## src/rtl/cfg_logic_tile.sv

```systemverilog
`default_nettype none
// ============================================================================
//  Module      : cfg_logic_tile
//  Description : Serially configured K-input LUT tile. Configuration is
//                shifted in LSB first through a daisy-chainable scan chain
//                under a small load state machine. The output is either the
//                raw LUT value or a clock-enabled flip-flop with an init value.
//  Revision    : 1.0  initial release
// ============================================================================
module cfg_logic_tile #(
   parameter int K = 5
) (
   input  logic         clock,
   input  logic         reset_n,
   input  logic         cfg_en,
   input  logic         cfg_in,
   output logic         cfg_out,
   output logic         cfg_done,
   input  logic [K-1:0] in,
   input  logic         ce,
   output logic         out
);

   localparam int LUT_N = 1 << K;
   localparam int CFG_W = LUT_N + 2;
   localparam int CNT_W = $clog2(CFG_W);
   localparam logic [CNT_W-1:0] CNT_LAST = CNT_W'(CFG_W - 1);
   localparam logic [CNT_W-1:0] CNT_ONE  = CNT_W'(1);

   typedef enum logic [1:0] {
      UNCONFIG = 2'd0,
      LOAD     = 2'd1,
      ACTIVE   = 2'd2
   } state_t;

   state_t             state;
   logic [CFG_W-1:0]   cfg;
   logic [CNT_W-1:0]   count;
   logic               q;
   logic [LUT_N-1:0]   lut;
   logic               mode;
   logic               d;

   // Truth table and mode bit are views into the configuration register;
   // the init bit is consumed directly from cfg_in on the completing edge.
   assign lut     = cfg[LUT_N-1:0];
   assign mode    = cfg[LUT_N];
   assign d       = lut[in];
   assign cfg_out = cfg[0];

   // Scan chain: one bit enters at the top on every enabled edge.
   always_ff @(posedge clock or negedge reset_n) begin
      if (!reset_n) begin
         cfg <= '0;
      end else if (cfg_en) begin
         cfg <= {cfg_in, cfg[CFG_W-1:1]};
      end
   end

   // Load state machine with bit counter, output flip-flop and done flag.
   always_ff @(posedge clock or negedge reset_n) begin
      if (!reset_n) begin
         state    <= UNCONFIG;
         count    <= '0;
         q        <= 1'b0;
         cfg_done <= 1'b0;
      end else begin
         case (state)
            UNCONFIG: begin
               q <= 1'b0;
               if (cfg_en) begin
                  state <= LOAD;
                  count <= CNT_ONE;
               end
            end
            LOAD: begin
               if (cfg_en) begin
                  if (count == CNT_LAST) begin
                     // Final bit of the frame: it is also the init value.
                     state    <= ACTIVE;
                     count    <= '0;
                     q        <= cfg_in;
                     cfg_done <= 1'b1;
                  end else begin
                     count <= count + CNT_ONE;
                     q     <= 1'b0;
                  end
               end else begin
                  q <= 1'b0;
               end
            end
            ACTIVE: begin
               if (cfg_en) begin
                  // Reconfiguration takes priority over the clock enable.
                  state    <= LOAD;
                  count    <= CNT_ONE;
                  q        <= 1'b0;
                  cfg_done <= 1'b0;
               end else if (ce) begin
                  q <= d;
               end
            end
            default: begin
               state    <= UNCONFIG;
               count    <= '0;
               q        <= 1'b0;
               cfg_done <= 1'b0;
            end
         endcase
      end
   end

   // Output select: forced low until configured, then LUT or flip-flop.
   always_comb begin
      out = 1'b0;
      if (state == ACTIVE) begin
         out = mode ? q : d;
      end
   end

endmodule
`default_nettype wire

```

## config.mk

```make
export PLATFORM = sky130hd
export DESIGN_NAME = cfg_logic_tile
export DESIGN_NICKNAME = d
export VERILOG_FILES = /design/src/rtl/cfg_logic_tile.sv
export SDC_FILE = /design/constraint.sdc
export NUM_CORES = 1
export LEC_CHECK = 0
export CORE_MARGIN = 1.5
export CORE_UTILIZATION = 23
export DETAILED_ROUTE_END_ITERATION = 8
export PLACE_DENSITY = 0.49
export SKIP_CTS_REPAIR_TIMING = 1
export SLEW_MARGIN = 30
export SYNTH_ARGS = -nofsm -noshare
export SYNTH_HDL_FRONTEND = slang
export SYNTH_SLANG_ARGS = --single-unit
```

## constraint.sdc

```tcl
create_clock -name clock -period 3.8 [get_ports clock]
set_input_delay 1.14 -clock clock [delete_from_list [all_inputs] [get_ports clock]]
set_output_delay 1.14 -clock clock [all_outputs]
set_load 0.1 [all_outputs]
```

=== After elaboration in Yosys (flattened, before gate mapping) ===
Cells that the tools add are included.
Widths: inputs -> output; s select.

* Bits in registers: 44
* Input bits: 10
* Output and inout bits: 3
* Logic and storage cells: 42

* $add $sub $neg: 1
* Magnitude comparators: 1
* Equality and inequality tests: 8
* Multiplexer cells: 21
* Bitwise gates (word level): 1
* Reductions and logical operators: 5

{| class="wikitable"
|+ Operators with widths
! operator !! number
|-
| $mux 6 || 3
|-
| $pmux 6 s2 || 1
|-
| $mux 1 || 10
|-
| $add 6x1->6 const B || 1
|-
| $eq 6x6->1 const B || 1
|-
| $lt 5x6->1 const B || 1
|-
| $mux 2 || 3
|-
| $ne 2x2->1 const B || 3
|-
| $bmux 1 s5 || 1
|-
| $pmux 2 s2 || 1
|-
| $reduce_and 4->1 || 1
|-
| $ne 3x3->1 const B || 1
|-
| $pmux 1 s3 || 1
|-
| $reduce_and 3->1 || 1
|-
| $eq 2x1->1 const B || 1
|-
| $eq 2x2->1 const B || 1
|-
| $logic_not 2->1 || 1
|-
| $ne 2x1->1 const B || 1
|-
| $pmux 1 s2 || 1
|-
| $reduce_and 2->1 || 1
|-
| $reduce_or 2->1 || 1
|-
| $not 1->1 || 1
|}

=== Logic depth before layout (Yosys ltp) ===
* Depth after elaboration: 5
* Depth in mapped cells: 7
* Gate-level depth less buffers: 6

=== Worst setup path before layout ===
No wires, ideal clock.

* Path kind: in2out
* Start point: input port in[1]
* End point: output port out
* Data arrival time: 4,546 ps
* Required time: 2,660 ps
* Path slack: -1,886 ps
* Stages on the path: 6
* Path buffers: 2
* Cell sequence: buf_6 buf_12 mux2i_1 mux4_2 a221o_1 o31ai_1

* Longest elaborated chain between the ends: 4

{| class="wikitable"
|+ Ends and longest elaborated chain
! what !! RTL line !! source
|-
| start: declaration || 19 || <nowiki>input logic [K-1:0] in,</nowiki>
|-
| $bmux 1 s5 || 48 || <nowiki>assign d = lut[in];</nowiki>
|-
| $mux 1 (implied by the code) || 48 ||
|-
| $mux 1 || 117 || <nowiki>out = mode ? q : d;</nowiki>
|-
| $mux 1 || 116 || <nowiki>if (state == ACTIVE) begin</nowiki>
|-
| end: declaration || 21 || <nowiki>output logic out</nowiki>
|}

No other way between the ends. The select of a mux whose other input is x is not followed.

=== Final worst setup path ===
Same ends and word-level chain as after synthesis.

==> reports/metrics.cfg <==
[drt]
detail_route.iter0.violations = 42
routed_via_density = 4.211
route.vias.total = 1356
wl_per_cell_um = 12.13
drtAntennaViolNets = 0
first_pass_iters = 4
drt_wl_total_um = 3906
drt_drc_violations_left = 0

[final_layout]
n_fill_cell = 988
fraction_of_final_layout_cells_sized_beyond_drive_strength_1_pct = 34.20
flow.area_growth_from_synthesis_pct = 20.74
insertedDiodeCount = 0
layout.core_utilization_pct = 28.72
final_design_instance_area_without_fill_um2 = 2666
design.final.nets = 208

[power_and_ir_drop]
power_switching_w = 0.0004509
combPwrFrac_pct = 27.8
power_per_cell_area_nw_per_um2 = 537.5
clock_power_share_pct = 20.9
power.leakage_nw = 1.206
p_int_w = 0.0009821
switching_share_pct = 31.47
seq_power_share_pct = 51.3
irDropWorstVdd_uv = 218.8

[synth]
postSynthCellCount = 169
synth_largest_area_cell = sky130_fd_sc_hd__dfrtp_1
synth_cell_type_count = 34
synth.net_count = 185
fraction_of_the_yosys_area_taken_by_sequential_cells_pct = 49.86
yosys-top-cells-area = sky130_fd_sc_hd__dfrtp_1, sky130_fd_sc_hd__mux2_2, sky130_fd_sc_hd__mux2i_1, sky130_fd_sc_hd__mux4_2, sky130_fd_sc_hd__ha_1
postSynthAreaPerCell_um2 = 13.07
count_of_warnings_emitted_by_yosys = 0
post_synth_instance_area_um2 = 2208
synth_top_area_share_pct = 49.86
synth_seq_cells = 44

[worst_setup_path]
worst_setup_path_end_kind = output pin
timing.critical_path.from_type = input pin
crit_path_cell_trace = buf_6 > buf_12 > buf_8 > mux2i_1 > mux4_2 > a221o_1 > o31ai_4 > buf_12
data_required_time_of_the_critical_path_ps = 2660
path_common_cell = sky130_fd_sc_hd__buf_12
critical_path.max_stage_delay_ps = 450
critical_path_arrival_ps = 2950
highest_net_fanout_along_the_worst_path = 7
criticalPathCategory = input pin to output pin
critPathSlowestCell = sky130_fd_sc_hd__mux4_2

[die]
die-height_um = 101.0
area_enclosed_by_the_die_boundary_um2 = 10200
num_rows = 35
design.core.area_um2 = 9284
starting_density_of_the_core_pct = 23.79
design.portCount = 13
die-width_um = 101.0

[timing]
clock-skew-final_ps = 9.516
setup_viol = 1
rsz_0062_raised_after_global_routing = true
worst-slew-pin-transition_ps = 558.2
final_min_period_over_clock_period_pct = 107.7
maxSlewHeadroom_pct = 62.79
max_fclk_mhz = 244.4
final.setup.tns_ps = -292.4
final_max_slew_viol_count = 0
final-hold-violation-count = 0
setup_ws_ps = -292.4
period_needed_ps = 4092

[cts]
tritoncts.num_buffers = 5
worstSkewPairLatency_ps = 300
cts.htree.levels = 2
ctsRootBufferMaster = sky130_fd_sc_hd__clkbuf_8
cts.path.max_buffers = 2
cts.clk_slew.worst_paths_ps = 90
cts_tree = built
sink_count_of_the_clock_tree = 44

[place]
io_buffers = 12
globalplace.congestion = 0.7230
place.detailed.hpwl_um = 2636
detailed_place.area_um2 = 2487

[job]
max-cap-violations = 0

[global_route]
final_global_route_overflow_total = 0
combined_global_route_utilization_of_all_metal_layers_pct = 8.387
global_route_wire_length_before_repair_um = 6775
first_global_vias = 1408
antenna_violations_before_repair = 0
grt_start_max_net_pins = 45

[status]
failed_checks = setup timing
run_status = complete, but fails checks

[hold_path]
min-delay-path-class = register to register

==> power by group through the flow <==
| stage | sequential (W) | clock [W] | combinational [W] |
|---|---|---|---|
| after floorplan | 0.000707 | 0 | 0.000318 |
| after global placement | 0.000751 | 0 | 0.000383 |
| after detailed placement | 0.000750 | 0 | 0.000391 |
| after CTS | 0.000740 | 0.000319 | 0.000393 |
| after global routing | 0.000764 | 0.000336 | 0.000450 |
| final | 0.000735 | 0.000300 | 0.000398 |
==> registers in the layout, summed over array words and instances (netlist names) <==
name	cells
cfg_done	1
count	6
q	1
cfg	34
state	2
==> worst paths after layout <==
check | startpoint | to | slack [ps] | cells past startpoint
setup / recovery | in[1] | out | -290 | 8
hold / removal | cfg_done$_DFFE_PN0P_ | cfg_done$_DFFE_PN0P_ | 500 | 1
setup reg to reg | state[1]$_DFFE_PN0P_ | count[2]$_DFFE_PN0P_ | 2020 | 6
min in group asynchronous | reset_n | count[3]$_DFFE_PN0P_ | 820 | 1
max in group asynchronous | reset_n | cfg[17]$_DFFE_PN0P_ | 2590 | 1
hold reg to reg | cfg_done$_DFFE_PN0P_ | cfg_done$_DFFE_PN0P_ | 500 | 1
==> layout by cell type, fill, tap and decap left out, types with 2 or more instances in the layout <==
cell type | Yosys | routed
sky130_fd_sc_hd__buf_4 | 1 | 11
sky130_fd_sc_hd__a22o_1 | 5 | 5
sky130_fd_sc_hd__and3_1 | 3 | 3
sky130_fd_sc_hd__nand2_1 | 2 | 2
sky130_fd_sc_hd__nor3_1 | 2 | 2
sky130_fd_sc_hd__clkinvlp_4 | 0 | 2
sky130_fd_sc_hd__buf_12 | 1 | 3
sky130_fd_sc_hd__nor2b_1 | 5 | 5
sky130_fd_sc_hd__nor2_1 | 6 | 6
sky130_fd_sc_hd__mux4_2 | 4 | 4
sky130_fd_sc_hd__clkbuf_8 | 0 | 5
sky130_fd_sc_hd__or2_2 | 2 | 2
sky130_fd_sc_hd__inv_1 | 7 | 6
sky130_fd_sc_hd__dlymetal6s2s_1 | 0 | 2
sky130_fd_sc_hd__nand3_1 | 4 | 4
sky130_fd_sc_hd__clkdlybuf4s50_1 | 0 | 5
sky130_fd_sc_hd__or3_1 | 2 | 2
sky130_fd_sc_hd__dfrtp_1 | 44 | 44
sky130_fd_sc_hd__o21ai_0 | 6 | 6
sky130_fd_sc_hd__ha_1 | 6 | 6
sky130_fd_sc_hd__mux2_2 | 34 | 34
sky130_fd_sc_hd__mux2i_1 | 16 | 16
==> cell usage after synthesis (all sizes together) <==
| master | n |
|---|---|
| o211ai | 1 |
| o22a | 1 |
| ha | 6 |
| a311oi | 1 |
| or2 | 2 |
| o31a | 1 |
| a2bb2oi | 1 |
| buf | 4 |
| and2 | 1 |
| clkbuf | 3 |
| nor2 | 6 |
| o31ai | 2 |
| or3 | 2 |
| inv | 7 |
| a21boi | 1 |
| mux2 | 34 |
| nor3 | 2 |
| and2b | 1 |
| nand2 | 2 |
| nor2b | 5 |
| a21oi | 1 |
| a221o | 1 |
| o32a | 1 |
| a22o | 5 |
| nand3 | 4 |
| mux2i | 16 |
| mux4 | 4 |
| o21ai | 6 |
| nand2b | 1 |
| and3 | 3 |
| dfrtp | 44 |
==> metrics by stage <==
stage	std cells	setup WS [ps]	hold WS [ps]	total power (W)
floorplan	169	-483.1	475.0	0.001026
global placement	306	-541.9	493.6	0.001133
detailed placement	306	-556.4	491.7	0.001141
CTS	314	-557.5	512.0	0.001452
global route	322	-343.8	532.8	0.001551
finish	322	-292.4	503.6	0.001433
==> final cells by class <==
cell class	instances	area [um^2]	share of cell area, %
clock buffer	5	68.82	2.581
clock inverter	3	23.77	0.8916
inverter	7	26.28	0.9855
multi-input combinational	111	1041	39.04
sequential	44	1101	41.30
tap	129	161.4	6.053
timing repair buffer	23	244.0	9.151
==> cell families after synthesis <==
kind of cell,count (synthesis),share of synthesized area [%]
AOI/OAI and AO/OA,22,7.422
DFF,44,49.86
muxes,54,28.67
buffers and inverters,14,3.626
and+or+nand+nor,29,7.026
adders and majority gates,6,3.399
==> per-layer routing <==
metal | global-route usage, % | wire length [um] | vias up
li1 | - | - | 658
met4 | 2.564 | 40 | 0
met2 | 12.94 | 1698 | 17
met3 | 2.427 | 147 | 5
met1 | 11.36 | 2020 | 676
met5 | 0 | 0 | -
==> critical path: cells and delay by family <==
family / cells / cell delay, ps
muxes: 2 / 560
buffers and inverters: 4 / 580
AOI/OAI and AO/OA: 2 / 670
No activity file was read; power rests on OpenSTA's default activity.
==> variant 1, RTL diff (config.mk and constraints unchanged) <==
Register the inputs `cfg_en`, `cfg_in`, `in` and `ce` before use, with the module's reset. The logic sees them one clock later.
--- a/src/rtl/cfg_logic_tile.sv
+++ b/src/rtl/cfg_logic_tile.sv
@@ -33,6 +33,25 @@
       ACTIVE   = 2'd2
    } state_t;
 
+   logic cfg_en_q;
+   logic cfg_q;
+   logic [K-1:0] in_q;
+   logic ce_q;
+
+   always_ff @(posedge clock or negedge reset_n) begin
+      if (!reset_n) begin
+         cfg_en_q <= '0;
+         cfg_q    <= '0;
+         in_q     <= '0;
+         ce_q     <= '0;
+      end else begin
+         cfg_en_q <= cfg_en;
+         cfg_q    <= cfg_in;
+         in_q     <= in;
+         ce_q     <= ce;
+      end
+   end
+
    state_t             state;
    logic [CFG_W-1:0]   cfg;
    logic [CNT_W-1:0]   count;
@@ -45,15 +64,15 @@
    // the init bit is consumed directly from cfg_in on the completing edge.
    assign lut     = cfg[LUT_N-1:0];
    assign mode    = cfg[LUT_N];
-   assign d       = lut[in];
+   assign d       = lut[in_q];
    assign cfg_out = cfg[0];
 
    // Scan chain: one bit enters at the top on every enabled edge.
    always_ff @(posedge clock or negedge reset_n) begin
       if (!reset_n) begin
          cfg <= '0;
-      end else if (cfg_en) begin
-         cfg <= {cfg_in, cfg[CFG_W-1:1]};
+      end else if (cfg_en_q) begin
+         cfg <= {cfg_q, cfg[CFG_W-1:1]};
       end
    end
 
@@ -68,18 +87,18 @@
          case (state)
             UNCONFIG: begin
                q <= 1'b0;
-               if (cfg_en) begin
+               if (cfg_en_q) begin
                   state <= LOAD;
                   count <= CNT_ONE;
                end
             end
             LOAD: begin
-               if (cfg_en) begin
+               if (cfg_en_q) begin
                   if (count == CNT_LAST) begin
                      // Final bit of the frame: it is also the init value.
                      state    <= ACTIVE;
                      count    <= '0;
-                     q        <= cfg_in;
+                     q        <= cfg_q;
                      cfg_done <= 1'b1;
                   end else begin
                      count <= count + CNT_ONE;
@@ -90,13 +109,13 @@
                end
             end
             ACTIVE: begin
-               if (cfg_en) begin
+               if (cfg_en_q) begin
                   // Reconfiguration takes priority over the clock enable.
                   state    <= LOAD;
                   count    <= CNT_ONE;
                   q        <= 1'b0;
                   cfg_done <= 1'b0;
-               end else if (ce) begin
+               end else if (ce_q) begin
                   q <= d;
                end
             end
Check against the original RTL: no difference found for any inputs over 10 cycles, from zero or initial values and one cycle with reset_n low; that may be too few to reach the edited logic, so the function may still have changed.
==> variant 1 against the unedited design <==
  * Clock power rose by 39%
  * Critical path depth is 2 lower
  * Highest routed layer unchanged
  * Worst setup slack improved by 0.57 ns
  * Utilization is 1.4 points lower
  * Wire length up 6.7%
  * Total power rose by 14%
  * Area after synthesis increased by 9.7%
  * Clock skew fell by 0.0027 ns
  * Final cell count increased by 3.4%
  * Design area rose by 5.3%
  * Die area up 9.5%
  * Critical path type is now reg -> out
  * Sequential cell count increased by 8
  * Combinational power down 5.0%
  * Largest cell class unchanged
==> variant 1: results (changes against the unedited design) <==
* Ranking of synthesized cells by area: dfrtp_1 54%, mux2_2 16%, mux2i_1 7.0%
* Maximum fanout along the worst path at 16 (+9)
* Clock power share at 25.6% (+4.7 points)
* Synth top cells by count: 52 x dfrtp_1, 34 x mux2_2, 17 x mux2i_1
* First-pass GRT wire length at 7.11 mm (+5.0%)
* Vias at 1405 (+3.6%)
* Unique cell type count in the Yosys netlist at 31 (-8.8%)
* Vias in the first global route at 1426 (+1.3%)
* Sequential share of the synthesized area at 53.7% (+3.8 points)
* Status: complete, no violations
* Iter 0 DRT Violations at 61 (+45%)
* Max incr delay on CP at 0.66 ns (+0.21 ns)
* Clock Skew at 0.00686 ns (-0.00266 ns)
* Pre-CTS setup slack at 0.326 ns (+0.883 ns)
* Worst R2R Setup Slack at 1.78 ns (-0.24 ns)
* P_comb at 378 uW (-5.0%)
* Synth Area in Compound Gates at 5.78% (-1.6 points)
* Max stage delay cell, worst path: dfrtp_2
* Flop pwr share at 51.1% (-0.2 points)
* Syn nets at 198 (+7.0%)
* Clk Latency, worst-skew pair at a little over 0.3 ns
* Fin crit period at 3.52 ns (-0.569 ns)
* WL/cell at 12.5 um (+3.2%)
* Largest registers: cfg x34, count x6, in_q x5
* Adder-Cell Fraction of Synth Area at 3.10% (-0.30 points)
* Worst Max-Slew Pin Slew at 0.575 ns (+0.0172 ns)
* Post-synthesis mux area share at 26.5% (-2.1 points)
* GRT Util Overall at 8.15% (-0.24 points)
* Share of layout cells above drive strength 1 at 28.9% (-5.3 points)
* Largest net degree at the start of global routing at 38 (-16%)
* RePlAce Congestion at 0.694 (-4.0%)
* Worst EP arrival at 2.38 ns (-0.57 ns)
* DP Cell Count at 325 (+6.2%)
* Net Sw Frac at 28.7% (-2.8 points)
* Maximum VDD drop at 168 uV (-23%)
* Initial DRT Pass Iterations at 4 (unchanged)
* Async set or reset register ratio after synthesis at 100% (unchanged)
* Vias per inst at 4.22 (+0.19%)
* Nets at 212 (+1.9%)
* Synthesized area per cell at 13.3 um^2 (+1.9%)
* Leakage at 0.00120 uW (-0.22%)
variant 1: changes by cell type after synthesis, moves of 2 or more:
cell / before / now
and3_1: 3 / 1
inv_1: 7 / 5
nand3_1: 4 / 7
nor2_1: 6 / 11
a22o_1: 5 / 0
dfrtp_1: 44 / 52
a21oi_1: 1 / 3
nand2_1: 2 / 4
o21ai_0: 6 / 8
or3_1: 2 / 0
variant 1: logic make-up after synthesis:
| group | after synthesis |
|---|---|
| flip-flops | 52 |
| adder cells (fa/ha/maj) | 6 |
| multiplexers | 55 |
| AND/OR/NAND/NOR | 37 |
| AO/OA/AOI/OAI | 20 |
| buffers and inverters | 12 |
variant 1: final cells by class:
cell class / instances / area (um^2)
Inverter: 5 / 18.8
Tap cell: 136 / 170
Multi-Input combinational cell: 118 / 1050
Clock inverter: 1 / 30.0
Clock buffer: 7 / 96.3
Sequential cell: 52 / 1300
Fill cell: 1072 / 7470
Timing Repair Buffer: 14 / 135
variant 1: routing by layer:
| metal | global-route usage, % | vias up | share of wire (%) |
|---|---|---|---|
| met1 | 11.3 | 698 | 52 |
| met2 | 12.0 | 15 | 43 |
| li1 | - | 685 | - |
| met5 | 0 | - | 0 |
| met3 | 2.60 | 7 | 3.3 |
| met4 | 2.61 | 0 | 1.2 |
variant 1: stage by stage:
step / cell area [um^2] / hold slack, ns
after detailed placement: 2680 / 0.491
final: 2810 / 0.510
after global routing: 2810 / 0.539
after CTS: 2810 / 0.513
after global placement: 2680 / 0.486
after floorplan: 2430 / 0.468
variant 1: final timing paths:
kind / start / to / cells past startpoint
worst max-delay path: in_q[1] / out / 6
worst min-delay path: cfg[33] / cfg[32] / 1
worst max register to register: in_q[1] / q / 5
worst min register to register: cfg[33] / cfg[32] / 1
max in group asynchronous: reset_n / q / 2
min in group asynchronous: reset_n / cfg[15] / 1
==> variant 2, RTL diff (config.mk and constraints unchanged) <==
Without the edit above. `K`: 5 -> 4.
--- a/src/rtl/cfg_logic_tile.sv
+++ b/src/rtl/cfg_logic_tile.sv
@@ -8,7 +8,7 @@
 //  Revision    : 1.0  initial release
 // ============================================================================
 module cfg_logic_tile #(
-   parameter int K = 5
+   parameter int K = 4
 ) (
    input  logic         clock,
    input  logic         reset_n,
Interface: changed (resized in); port bits go from 13 to 12. No check against the original RTL was run, so the function may have changed too.
==> variant 2 against the unedited design <==
  * Maximum frequency rose by 11%
  * Global-route usage rose by 0.43 points
  * Die area fell by 37%
  * Worst setup slack improved by 0.41 ns
  * Area after synthesis fell by 38%
  * Sequential cell count fell by 17
  * Wire length fell by 34%
  * Design area fell by 39%
  * Total power fell by 27%
==> variant 2: results (changes against the unedited design) <==
* Leakage at 0.000731 uW (-39%)
* Largest registers: cfg x18, count x5, state x2
* Worst EP arrival at 2.54 ns (-0.41 ns)
* RePlAce Congestion at 0.744 (+2.9%)
* Vias at 860 (-37%)
* DP HPWL at 1.89 mm (-28%)
* Nets at 135 (-35%)
* Die X at 80.3 um (-21%)
* Maximum VDD drop at 389 uV (+78%)
* Share of layout cells above drive strength 1 at 28.0% (-6.2 points)
* Clk Latency, worst-skew pair at 0.27 ns (-0.03 ns)
* Vias in the first global route at 892 (-37%)
* Iter 0 DRT Violations at 50 (+19%)
* GRT Util Overall at 8.81% (+0.43 points)
* Placed inst area at 1590 um^2 (-36%)
* First-pass GRT wire length at 4.40 mm (-35%)
* Maximum fanout along the worst path at 4 (-3)
* Status: complete, no violations
* Ranking of synthesized cells by area: dfrtp_1 49%, mux2_2 15%, mux4_1 7.7%
* Hold depth at 1 (unchanged)
* Synth top cells by count: 27 x dfrtp_1, 18 x mux2_2, 7 x ha_1
* Syn nets at 119 (-36%)
* H-tree lvl count at 1 (-1)
* WL/cell at 13.6 um (+12%)
* Unique cell type count in the Yosys netlist at 30 (-12%)
* CTS buffer count at 3 (-2)
* Clock Skew at 0.00526 ns (-0.00426 ns)
* Number of I/O port buffers at 11 (-1)
* Largest net degree at the start of global routing at 30 (-33%)
* Max_slew headroom at 64.4% (+1.6 points)
* Sequential share of the synthesized area at 49.2% (-0.63 points)
## variant 2: worst max-delay path, stage by stage
cell	delay (ns)
clkbuf_2	0.15
mux4_1	0.56
mux2i_1	0.14
mux2i_1	0.12
a31o_1	0.26
buf_12	0.17
## variant 2: cell type report
| type | instances | area [um^2] |
|---|---|---|
| fillers | 569 | 4010 |
| flip-flops and latches | 27 | 676 |
| multi-input cells | 68 | 664 |
| repair buffers | 14 | 135 |
| well taps | 72 | 90.1 |
| clock buffers | 3 | 41.3 |
| inverters | 5 | 18.8 |
| clock inverters | 1 | 5.00 |
## variant 2: report_power, final
part / internal (uW) / leakage (uW) / switching [uW]
sequential: 383 / 0.000341 / 80.7
combinational: 194 / 0.000364 / 231
clock: 73.4 / 0.0000255 / 89.1
## variant 2: final timing paths
kind                                  to  startpoint  slack (ns)
min in group asynchronous       count[0]     reset_n        1.23
worst max register to register  cfg_done    state[0]        1.65
worst min register to register  cfg_done    cfg_done        0.53
worst max-delay path                 out       in[2]        0.12
worst min-delay path            cfg_done    cfg_done        0.53
max in group asynchronous         cfg[4]     reset_n        2.31
## variant 2: through the flow
stage / TNS, ns / std cells / setup slack (ns) / power (uW) / hold slack, ns
3_5_place_dp: -0.359 / 186 / -0.359 / 899 / 0.491
4_1_cts: -0.359 / 190 / -0.359 / 1070 / 0.537
2_1_floorplan: 0 / 103 / 0.210 / 775 / 0.449
5_1_grt: 0 / 190 / 0.0354 / 1130 / 0.566
6_report: 0 / 190 / 0.117 / 1050 / 0.528
3_3_place_gp: -0.311 / 186 / -0.311 / 889 / 0.486
## variant 2: routing by layer
layer,up-vias,wire length [um],GRT usage [%]
met4,0,6,1.55
met5,-,0,0
li1,410,-,-
met3,2,91,2.73
met1,437,1110,9.88
met2,11,1380,16.4
## variant 2: logic make-up (layout without fill, tap and decap cells)
| kind of cell | count (synthesis) | count (layout) | synth area share [%] |
|---|---|---|---|
| AOI/OAI and AO/OA | 17 | 17 | 8.30 |
| xor gates and xnor gates | 3 | 3 | 1.91 |
| adders and majority gates | 7 | 7 | 6.38 |
| buffers and inverters | 8 | 23 | 2.37 |
| DFF | 27 | 27 | 49.2 |
| muxes | 25 | 25 | 24.6 |
| and+or+nand+nor | 16 | 16 | 7.20 |
